[src/rtl/uart_cmd_counter_if.sv]
`default_nettype none
// +----------------------------------------------------------------------------+
// | uart_cmd_counter_if : RX byte strobe and TX FIFO push bus of the counter.  |
// | Revision: 1.0                                                              |
// +----------------------------------------------------------------------------+
interface uart_cmd_counter_if;
  logic [7:0] rx_data;
  logic       rx_done;
  logic       tx_full;
  logic [7:0] tx_data;
  logic       tx_push;

  modport master (
    output rx_data,
    output rx_done,
    output tx_full,
    input  tx_data,
    input  tx_push
  );

  modport slave (
    input  rx_data,
    input  rx_done,
    input  tx_full,
    output tx_data,
    output tx_push
  );
endinterface
`default_nettype wire

[src/rtl/uart_cmd_counter.sv]
`default_nettype none
// +----------------------------------------------------------------------------+
// | uart_cmd_counter : button/UART driven BCD up/down counter with ASCII       |
// |                    report through the TX FIFO push interface.              |
// | Revision: 1.0                                                              |
// +----------------------------------------------------------------------------+
module uart_cmd_counter #(
  parameter int TICK_DIV = 10_000_000,
  parameter int DIGITS   = 4
) (
  input  logic                  clk,
  input  logic                  rst_n,
  input  logic                  i_btn_run,
  input  logic                  i_btn_clear,
  input  logic                  i_btn_mode,
  uart_cmd_counter_if.slave     bus,
  output logic [4*DIGITS-1:0]   o_count_bcd,
  output logic                  o_running,
  output logic                  o_down_mode,
  output logic                  o_busy
);

  localparam int PW = (TICK_DIV > 1) ? $clog2(TICK_DIV) : 1;
  localparam int IW = (DIGITS > 1) ? $clog2(DIGITS) : 1;
  localparam logic [PW-1:0] c_PRESC_LAST = PW'(TICK_DIV - 1);
  localparam logic [IW-1:0] c_IDX_TOP    = IW'(DIGITS - 1);
  localparam logic [7:0]    c_CHR_CR     = 8'h0D;
  localparam logic [7:0]    c_CHR_LF     = 8'h0A;

  typedef enum logic [1:0] {
    S_IDLE = 2'd0,
    S_DIG  = 2'd1,
    S_CR   = 2'd2,
    S_LF   = 2'd3
  } state_t;

  logic [4*DIGITS-1:0] r_count;
  logic [PW-1:0]       r_presc;
  logic                r_running;
  logic                r_down;
  state_t              r_state;
  logic [IW-1:0]       r_idx;
  logic [4*DIGITS-1:0] r_shadow;

  logic [7:0]          w_lc;
  logic                w_cmd_run;
  logic                w_cmd_clear;
  logic                w_cmd_mode;
  logic                w_cmd_report;
  logic                w_step;
  logic [4*DIGITS-1:0] w_count_step;
  logic [3:0]          w_digit;
  logic                w_chain;
  logic [3:0]          w_shadow_dig;
  state_t              w_state_nxt;
  logic [IW-1:0]       w_idx_nxt;
  logic [4*DIGITS-1:0] w_shadow_nxt;
  logic [7:0]          w_tx_data;
  logic                w_tx_push;

  // Upper and lower case letters differ only in bit 5.
  assign w_lc         = bus.rx_data | 8'h20;
  assign w_cmd_run    = i_btn_run   | (bus.rx_done & (w_lc == 8'h72));
  assign w_cmd_clear  = i_btn_clear | (bus.rx_done & (w_lc == 8'h63));
  assign w_cmd_mode   = i_btn_mode  | (bus.rx_done & (w_lc == 8'h6D));
  assign w_cmd_report = bus.rx_done & (w_lc == 8'h73);

  assign w_step = r_running & (r_presc == c_PRESC_LAST);

  // Ripple the carry/borrow from digit 0 upward; a digit that absorbs it stops the chain.
  always_comb begin
    w_count_step = r_count;
    w_chain      = 1'b1;
    w_digit      = 4'd0;
    for (int i = 0; i < DIGITS; i++) begin
      w_digit = r_count[4*i +: 4];
      if (w_chain) begin
        if (r_down) begin
          if (w_digit == 4'd0) begin
            w_digit = 4'd9;
          end else begin
            w_digit = w_digit - 4'd1;
            w_chain = 1'b0;
          end
        end else begin
          if (w_digit >= 4'd9) begin
            w_digit = 4'd0;
          end else begin
            w_digit = w_digit + 4'd1;
            w_chain = 1'b0;
          end
        end
      end
      w_count_step[4*i +: 4] = w_digit;
    end
  end

  always_ff @(posedge clk or negedge rst_n) begin
    if (!rst_n) begin
      r_count   <= '0;
      r_presc   <= '0;
      r_running <= 1'b0;
      r_down    <= 1'b0;
    end else begin
      r_running <= r_running ^ w_cmd_run;
      r_down    <= r_down ^ w_cmd_mode;
      if (w_cmd_clear) begin
        r_count <= '0;
        r_presc <= '0;
      end else if (r_running) begin
        if (w_step) begin
          r_presc <= '0;
          r_count <= w_count_step;
        end else begin
          r_presc <= r_presc + PW'(1);
        end
      end
    end
  end

  assign w_shadow_dig = r_shadow[4*int'(r_idx) +: 4];

  always_ff @(posedge clk or negedge rst_n) begin
    if (!rst_n) begin
      r_state  <= S_IDLE;
      r_idx    <= '0;
      r_shadow <= '0;
    end else begin
      r_state  <= w_state_nxt;
      r_idx    <= w_idx_nxt;
      r_shadow <= w_shadow_nxt;
    end
  end

  always_comb begin
    w_state_nxt  = r_state;
    w_idx_nxt    = r_idx;
    w_shadow_nxt = r_shadow;
    w_tx_data    = 8'h00;
    w_tx_push    = 1'b0;
    case (r_state)
      S_IDLE: begin
        if (w_cmd_report) begin
          w_shadow_nxt = r_count;
          w_idx_nxt    = c_IDX_TOP;
          w_state_nxt  = S_DIG;
        end
      end
      S_DIG: begin
        w_tx_data = {4'h3, w_shadow_dig};
        if (!bus.tx_full) begin
          w_tx_push = 1'b1;
          if (r_idx == '0) begin
            w_state_nxt = S_CR;
          end else begin
            w_idx_nxt = r_idx - IW'(1);
          end
        end
      end
      S_CR: begin
        w_tx_data = c_CHR_CR;
        if (!bus.tx_full) begin
          w_tx_push   = 1'b1;
          w_state_nxt = S_LF;
        end
      end
      S_LF: begin
        w_tx_data = c_CHR_LF;
        if (!bus.tx_full) begin
          w_tx_push   = 1'b1;
          w_state_nxt = S_IDLE;
        end
      end
      default: w_state_nxt = S_IDLE;
    endcase
  end

  assign bus.tx_data  = w_tx_data;
  assign bus.tx_push  = w_tx_push;
  assign o_count_bcd  = r_count;
  assign o_running    = r_running;
  assign o_down_mode  = r_down;
  assign o_busy       = (r_state != S_IDLE);

endmodule
`default_nettype wire
[src/flat_wrapper.sv]
// flat-port wrapper written by rule: the top's interface ports become plain ports
module uart_cmd_counter_flat 
#(
  parameter int TICK_DIV = 10_000_000,
  parameter int DIGITS   = 4
)
  (clk, rst_n, i_btn_run, i_btn_clear, i_btn_mode, o_count_bcd, o_running, o_down_mode, o_busy, bus_rx_data, bus_rx_done, bus_tx_full, bus_tx_data, bus_tx_push);
  uart_cmd_counter_if bus_i ();
  input  logic clk;
  input  logic rst_n;
  input  logic i_btn_run;
  input  logic i_btn_clear;
  input  logic i_btn_mode;
  output logic [4*DIGITS-1:0] o_count_bcd;
  output logic o_running;
  output logic o_down_mode;
  output logic o_busy;
  input wire logic [$bits(bus_i.rx_data)-1:0] bus_rx_data;
  input wire logic [$bits(bus_i.rx_done)-1:0] bus_rx_done;
  input wire logic [$bits(bus_i.tx_full)-1:0] bus_tx_full;
  output wire logic [$bits(bus_i.tx_data)-1:0] bus_tx_data;
  output wire logic [$bits(bus_i.tx_push)-1:0] bus_tx_push;
  assign bus_i.rx_data = bus_rx_data;
  assign bus_i.rx_done = bus_rx_done;
  assign bus_i.tx_full = bus_tx_full;
  assign bus_tx_data = bus_i.tx_data;
  assign bus_tx_push = bus_i.tx_push;
  uart_cmd_counter #(.TICK_DIV(TICK_DIV), .DIGITS(DIGITS)) u_core (.clk(clk), .rst_n(rst_n), .i_btn_run(i_btn_run), .i_btn_clear(i_btn_clear), .i_btn_mode(i_btn_mode), .bus(bus_i), .o_count_bcd(o_count_bcd), .o_running(o_running), .o_down_mode(o_down_mode), .o_busy(o_busy));
endmodule
[config.mk]
export PLATFORM = sky130hd
export DESIGN_NAME = uart_cmd_counter_flat
export DESIGN_NICKNAME = d
export VERILOG_FILES = /design/src/rtl/uart_cmd_counter_if.sv /design/src/rtl/uart_cmd_counter.sv /design/src/flat_wrapper.sv
export SDC_FILE = /design/constraint.sdc
export NUM_CORES = 1
export LEC_CHECK = 0
export CELL_PAD_IN_SITES_DETAIL_PLACEMENT = 0
export CELL_PAD_IN_SITES_GLOBAL_PLACEMENT = 1
export CORE_ASPECT_RATIO = 1.2
export CORE_MARGIN = 1
export CORE_UTILIZATION = 44
export CTS_CLUSTER_DIAMETER = 200
export CTS_CLUSTER_SIZE = 14
export DETAILED_ROUTE_END_ITERATION = 7
export PLACE_DENSITY = 0.85
export SETUP_SLACK_MARGIN = 0.15
export SLEW_MARGIN = 20
export SYNTH_ARGS = -nofsm -noshare
export SYNTH_HDL_FRONTEND = slang
export SYNTH_SLANG_ARGS = --single-unit
[constraint.sdc]
create_clock -name clk -period 2.64 [get_ports clk]
set_input_delay 0.528 -clock clk [delete_from_list [all_inputs] [get_ports clk]]
set_output_delay 0.528 -clock clk [all_outputs]
set_load 0.005 [all_outputs]
---- Yosys cells after proc, flatten, opt, wreduce, memory -nomap -nowiden ----
Cells that the tools add are included.
cells by class
  add/sub/neg operators ................... 10
  order comparisons ....................... 4
  eq/ne operators ......................... 14
  shift operators ......................... 1
  muxes and demuxes ....................... 45
  bitwise operators ....................... 10
  reductions and logical operators ........ 21
operators by type and width
  operator                                                               number
  24-bit 2-to-1 mux                                                      3
  4-bit 2-to-1 mux                                                       15
  16-bit 2-to-1 mux                                                      3
  7-bit by 6-bit equality test with 1-bit output, second input constant  4
  24-bit by 1-bit adder with 24-bit output, second input constant        1
  24-bit equality test, second input constant                            1
  6-bit case mux with 3 select lines                                     1
  4-bit by 1-bit adder with 4-bit output, second input constant          4
  4-bit greater-or-equal comparator, second input constant               4
  4-bit zero test                                                        4
  2-bit 2-to-1 mux                                                       8
  16-bit by 5-bit indexed part select with 4-bit output                  1
  4-bit by 1-bit subtractor with 4-bit output, second input constant     4
  2-bit nonzero test                                                     7
  1-bit 2-to-1 mux                                                       13
  3-bit AND reduction                                                    3
  2-bit != test, second input constant                                   4
  2-bit case mux with 4 select lines                                     1
  1-bit AND                                                              5
  5-bit AND reduction                                                    1
  2-bit equality test, second input constant                             2
  2-bit zero test                                                        2
  2-bit by 1-bit != test with 1-bit output, second input constant        2
  2-bit case mux with 2 select lines                                     1
  other kinds (7)                                                        11
storage, ports and cells
  bits in registers ....................... 62
  bits of input ports ..................... 15
  output and inout bits ................... 28
  word-level logic and storage cells ...... 115

---- Depth between registers and ports, before layout ----
  depth in word-level cells ............... 9
  mapped depth ............................ 8
  gate-level depth less buffers ........... 7

---- Worst setup path before layout ----
Ideal clock, no wire load.
  path kind ............................... reg-to-reg
  start point ............................. register u_core.r_count[0], in the netlist u_core.o_count_bcd[0]
  end point ............................... register u_core.r_count[8], in the netlist u_core.o_count_bcd[8]
  library setup time ...................... 0.122 ns
  arrival time ............................ 1.983 ns
  data required time ...................... 2.518 ns
  setup slack ............................. 0.536 ns
  cell stages (with the launch flop) ...... 8
  buffers on the path ..................... 0
  period minus slack after synthesis ...... 2.104 ns
  path through ............................ dfrtp_1 -> inv_1 -> ha_1 -> nor3b_1 -> a22oi_2 -> nor4b_4 -> nand2_1 -> a32o_1
on the way
  word-level cells in the longest chain between the ends .. 6
  elaborated cells on any way between the ends .. 8
  those cells by class .................... 1 x order compare; 4 x mux; 3 x reduce/logical
RTL lines
  item                                                                  RTL line                                        RTL
  from (decl)                                                           uart_cmd_counter.sv:37                          logic [4*DIGITS-1:0] r_count;
  from (signal assigned)                                                uart_cmd_counter.sv:113                         r_count <= w_count_step;
  4-bit greater-or-equal comparator or 4-bit zero test (tied branches)  uart_cmd_counter.sv:86, uart_cmd_counter.sv:79
  1-bit 2-to-1 mux (on tied branches)                                   uart_cmd_counter.sv:86, uart_cmd_counter.sv:79
  1-bit 2-to-1 mux (*)                                                  uart_cmd_counter.sv:78                          if (r_down) begin
  1-bit 2-to-1 mux (*)                                                  uart_cmd_counter.sv:77                          if (w_chain) begin
  2-bit nonzero test (no source line) (*)                               n/a
  3-bit AND reduction (no source line) (*)                              n/a
Every way passes the cells marked *; elsewhere a longest branch is shown, timed or not.
A chain may end at the register's enable or synchronous reset.

---- Worst setup path in the final report ----
  start point ............................. register u_core.r_idx[0]
  end point ............................... output port bus_tx_data[3]
on the way
  word-level cells in the longest chain between the ends .. 2
RTL lines
  item                                                   RTL line                 RTL
  from (decl)                                            uart_cmd_counter.sv:42   logic [IW-1:0] r_idx;
  from (signal assigned)                                 uart_cmd_counter.sv:130  r_idx <= w_idx_nxt;
  16-bit by 5-bit indexed part select with 4-bit output  uart_cmd_counter.sv:121  assign w_shadow_dig = r_shadow[4*int'(r_idx) +: 4];
  6-bit case mux with 3 select lines                     uart_cmd_counter.sv:141  case (r_state)
  to (decl)                                              flat_wrapper.sv:21       output wire logic [$bits(bus_i.tx_data)-1:0] bus_tx_data;
Every way passes these cells.

==> reports/summary.json <==
{
  "primary_ff_master_synth": "dfrtp_1",
  "synth-seq-cells": 62,
  "p_leak_nw": 2.18,
  "via_count_of_the_first_global_routing_pass": 3345,
  "layout.nets": 542,
  "place.port_buffers": 39,
  "tritoncts": "built",
  "grt_remaining_overflow": 0,
  "cp_data_arrival_time_ns": 1.91,
  "fp.coreArea_mm2": 0.00908,
  "drive_gt1_share_pct": 13.7,
  "post-dp-hpwl_um": 6910,
  "fin_skew_ns": 0.0100,
  "fin_crit_ns": 2.44,
  "drt-initial-drc-count": 201,
  "cts_root_buffer": "clkbuf_8",
  "die_h_um": 108,
  "synth_cells": 460,
  "yosys_warnings": 0,
  "tightestPinTransition_ns": 0.521,
  "post_synth_num_cell_types": 70,
  "detail_route.wirelength_um": 9580,
  "count_of_flip_flops_with_a_built_in_enable_after_synthesis": 0,
  "clk_latency_ns": 0.35,
  "min-delay-path-class": "in2async",
  "maxClockFrequency_mhz": 410,
  "placed_inst_area_mm2": 0.00465,
  "clk_transition_reported_paths_ns": 0.07,
  "die_w_um": 90.3,
  "drcViolationCount": 0,
  "gp_routability_congestion": 0.840,
  "fillers": 814,
  "syn-mean-instance-area_um2": 8.95,
  "syn_area_mm2": 0.00412,
  "outcome": "finished, final reports clean",
  "ff2ff_setup_slack_ns": 0.35,
  "count_of_pins_on_the_block_boundary": 43,
  "clkSinkCount": 62,
  "path_class": "reg2out",
  "grt_start_max_net_pins": 27,
  "rr_endpoint": "u_core.o_count_bcd[8]",
  "initial_util_pct": 45.3,
  "synthArstFlopShare_pct": 100,
  "antenna_found_initial": 0,
  "rsz0062_at_grt": "true",
  "setup_total_negative_slack_ns": 0,
  "power_per_cell_area_mw_per_mm2": 623,
  "critical_path.max_fanout": 4,
  "ff2ff_path_depth": 7,
  "drt-wirelength-per-cell_um": 15.2,
  "drt.antenna.violating_nets": 0,
  "min_period_over_period_pct": 92.4,
  "finish.instance_area_mm2": 0.00496,
  "floorplan.rows": 38,
  "crit-reg2reg-launch": "u_core.o_count_bcd[4]",
  "yosysSeqAreaShare_pct": 37.7,
  "finalHoldViolCount": 0,
  "global_route.usage.total_pct": 20.9,
  "setup_violations": 0,
  "dieArea_mm2": 0.00975,
  "cts_made_buffers": 9,
  "max_stage_delay_ns": 0.51,
  "drt-pass1-iter-count": 4,
  "area_delta_synth_final_pct": 20.6,
  "route.detailed.vias_per_inst": 5.50,
  "antenna_cells": 0,
  "grt_pass1_wl_um": 16100,
  "worst_path_max_delay_cell": "mux4_2",
  "worst-endpoint-required_ns": 2.11,
  "clock_tree.buffer_depth": 2,
  "vdd_drop_max_mv": 0.383,
  "startpoint_type": "flip-flop",
  "maxCapViolCount": 0,
  "crit_chain": "buf_4 -> mux4_2 -> a211oi_2 -> nor2_1 -> dlygate4sd2_1",
  "routed-via-count": 3476,
  "crit_path_end_kind": "output port",
  "cts_htree_levels": 3,
  "slew-limit-headroom_pct": 65.1,
  "maxSlewViolCount": 0
}
## state kept, by name, summed over array words and instances, names as in the netlist
signal / cells
u_core.r_presc: 24
u_core.o_down_mode: 1
u_core.r_idx: 2
u_core.o_count_bcd: 16
u_core.r_shadow: 16
u_core.o_running: 1
u_core.r_state: 2
## how the worst max path moves through the flow
stage / end / from / depth (start not counted) / slack [ns]
floorplan: u_core.o_count_bcd[8] / u_core.o_count_bcd[0] / 7 / 0.54
global placement: u_core.o_count_bcd[15] / bus_rx_data[0] / 6 / 0.31
detailed placement: u_core.o_count_bcd[8] / u_core.o_count_bcd[0] / 7 / 0.28
CTS: bus_tx_data[0] / u_core.r_idx[0] / 5 / 0.15
global route: bus_tx_data[3] / u_core.r_idx[0] / 5 / 0.10
finish: bus_tx_data[3] / u_core.r_idx[0] / 5 / 0.20
## cell type report
cell class	instances	area (um^2)	area share [%]
flip-flops and latches	62	1550	31.3
clock buffers	11	151	3.05
clock inverters	5	105	2.12
repair buffers	59	546	11.0
multi-input cells	352	2370	47.8
well taps	120	150	3.02
inverters	23	86.3	1.74
## cells by family after synthesis
| kind of cell | synth area share, % |
|---|---|
| adder cells (fa/ha/maj) | 6.08 |
| XOR/XNOR | 4.26 |
| flip-flops | 37.7 |
| AND/OR/NAND/NOR | 25.0 |
| buffers and inverters | 5.08 |
| AO/OA/AOI/OAI | 15.6 |
| other | 0.0911 |
| multiplexers | 6.26 |
## per-layer routing
| layer | GRT usage (%) | vias up | wire (um) |
|---|---|---|---|
| li1 | - | 1737 | - |
| met1 | 24.9 | 1686 | 4310 |
| met2 | 37.4 | 39 | 4850 |
| met3 | 4.08 | 14 | 239 |
| met4 | 7.72 | 0 | 180 |
| met5 | 0 | - | 0 |
## worst max-delay path, delay by kind of cell (launching register included)
kind	cells	cell delay, ns
simple gates	1	0.05
compound gates	1	0.21
buf+inv	2	0.37
flops	1	0.41
mux	1	0.51
## power by group
group	switching [mW]	total, mW	internal, mW
registers	0.0961	1.10	1.01
logic	0.494	0.935	0.440
clock network	0.376	1.05	0.678
total	0.967	3.09	2.12
## synthesized netlist by cell type (all sizes together) (5+ instances only)
cell type  count  area [um^2]
dfrtp         62         1550
nand2         49          191
nor2          46          173
o21ai         33          165
inv           22         82.6
a21oi         21          109
ha            20          250
nand3         18         95.1
clkbuf        16         60.1
xnor2         11         96.3
mux2i         10          100
nand2b        10         62.6
nor3          10         55.1
xor2           9         78.8
buf            8         62.6
nand4          8         56.3
nor4           8         56.3
a31oi          7         43.8
and3           7         43.8
mux2           6         67.6
a211oi         5         37.5
and2           5         33.8
nor3b          5         37.5
## per-stage QoR
step           hold slack, ns  cells  util [%]  power [mW]  worst slack, ns
6_report                0.144    632      54.7        3.09            0.200
2_1_floorplan           0.232    461         -        1.66            0.536
5_1_grt                 0.173    632      54.7        3.28            0.102
4_1_cts                 0.149    630      54.3        3.11            0.152
3_3_place_gp            0.460    612      51.2        2.01            0.307
3_5_place_dp            0.471    612      51.2        2.03            0.279
## cell usage in the layout (no fill, tap or decap), types with 11 or more instances in the layout
cell type	count
inv_1	22
buf_4	19
clkbuf_8	11
nor2_1	46
nand2_1	48
a21oi_1	19
dfrtp_1	61
clkdlybuf4s50_1	34
xnor2_1	11
o21ai_0	33
nand3_1	17
ha_1	20
## repair_timing
action                                 4_1_cts  5_1_grt
hold buffers                                 0        0
pin swaps                                    1        1
endpoints found under the hold margin        0        0
setup buffers                                2        2
resized for setup                            4        5
setup endpoints to repair                    4        8
Note: power is estimated with default switching activity, not from simulation.
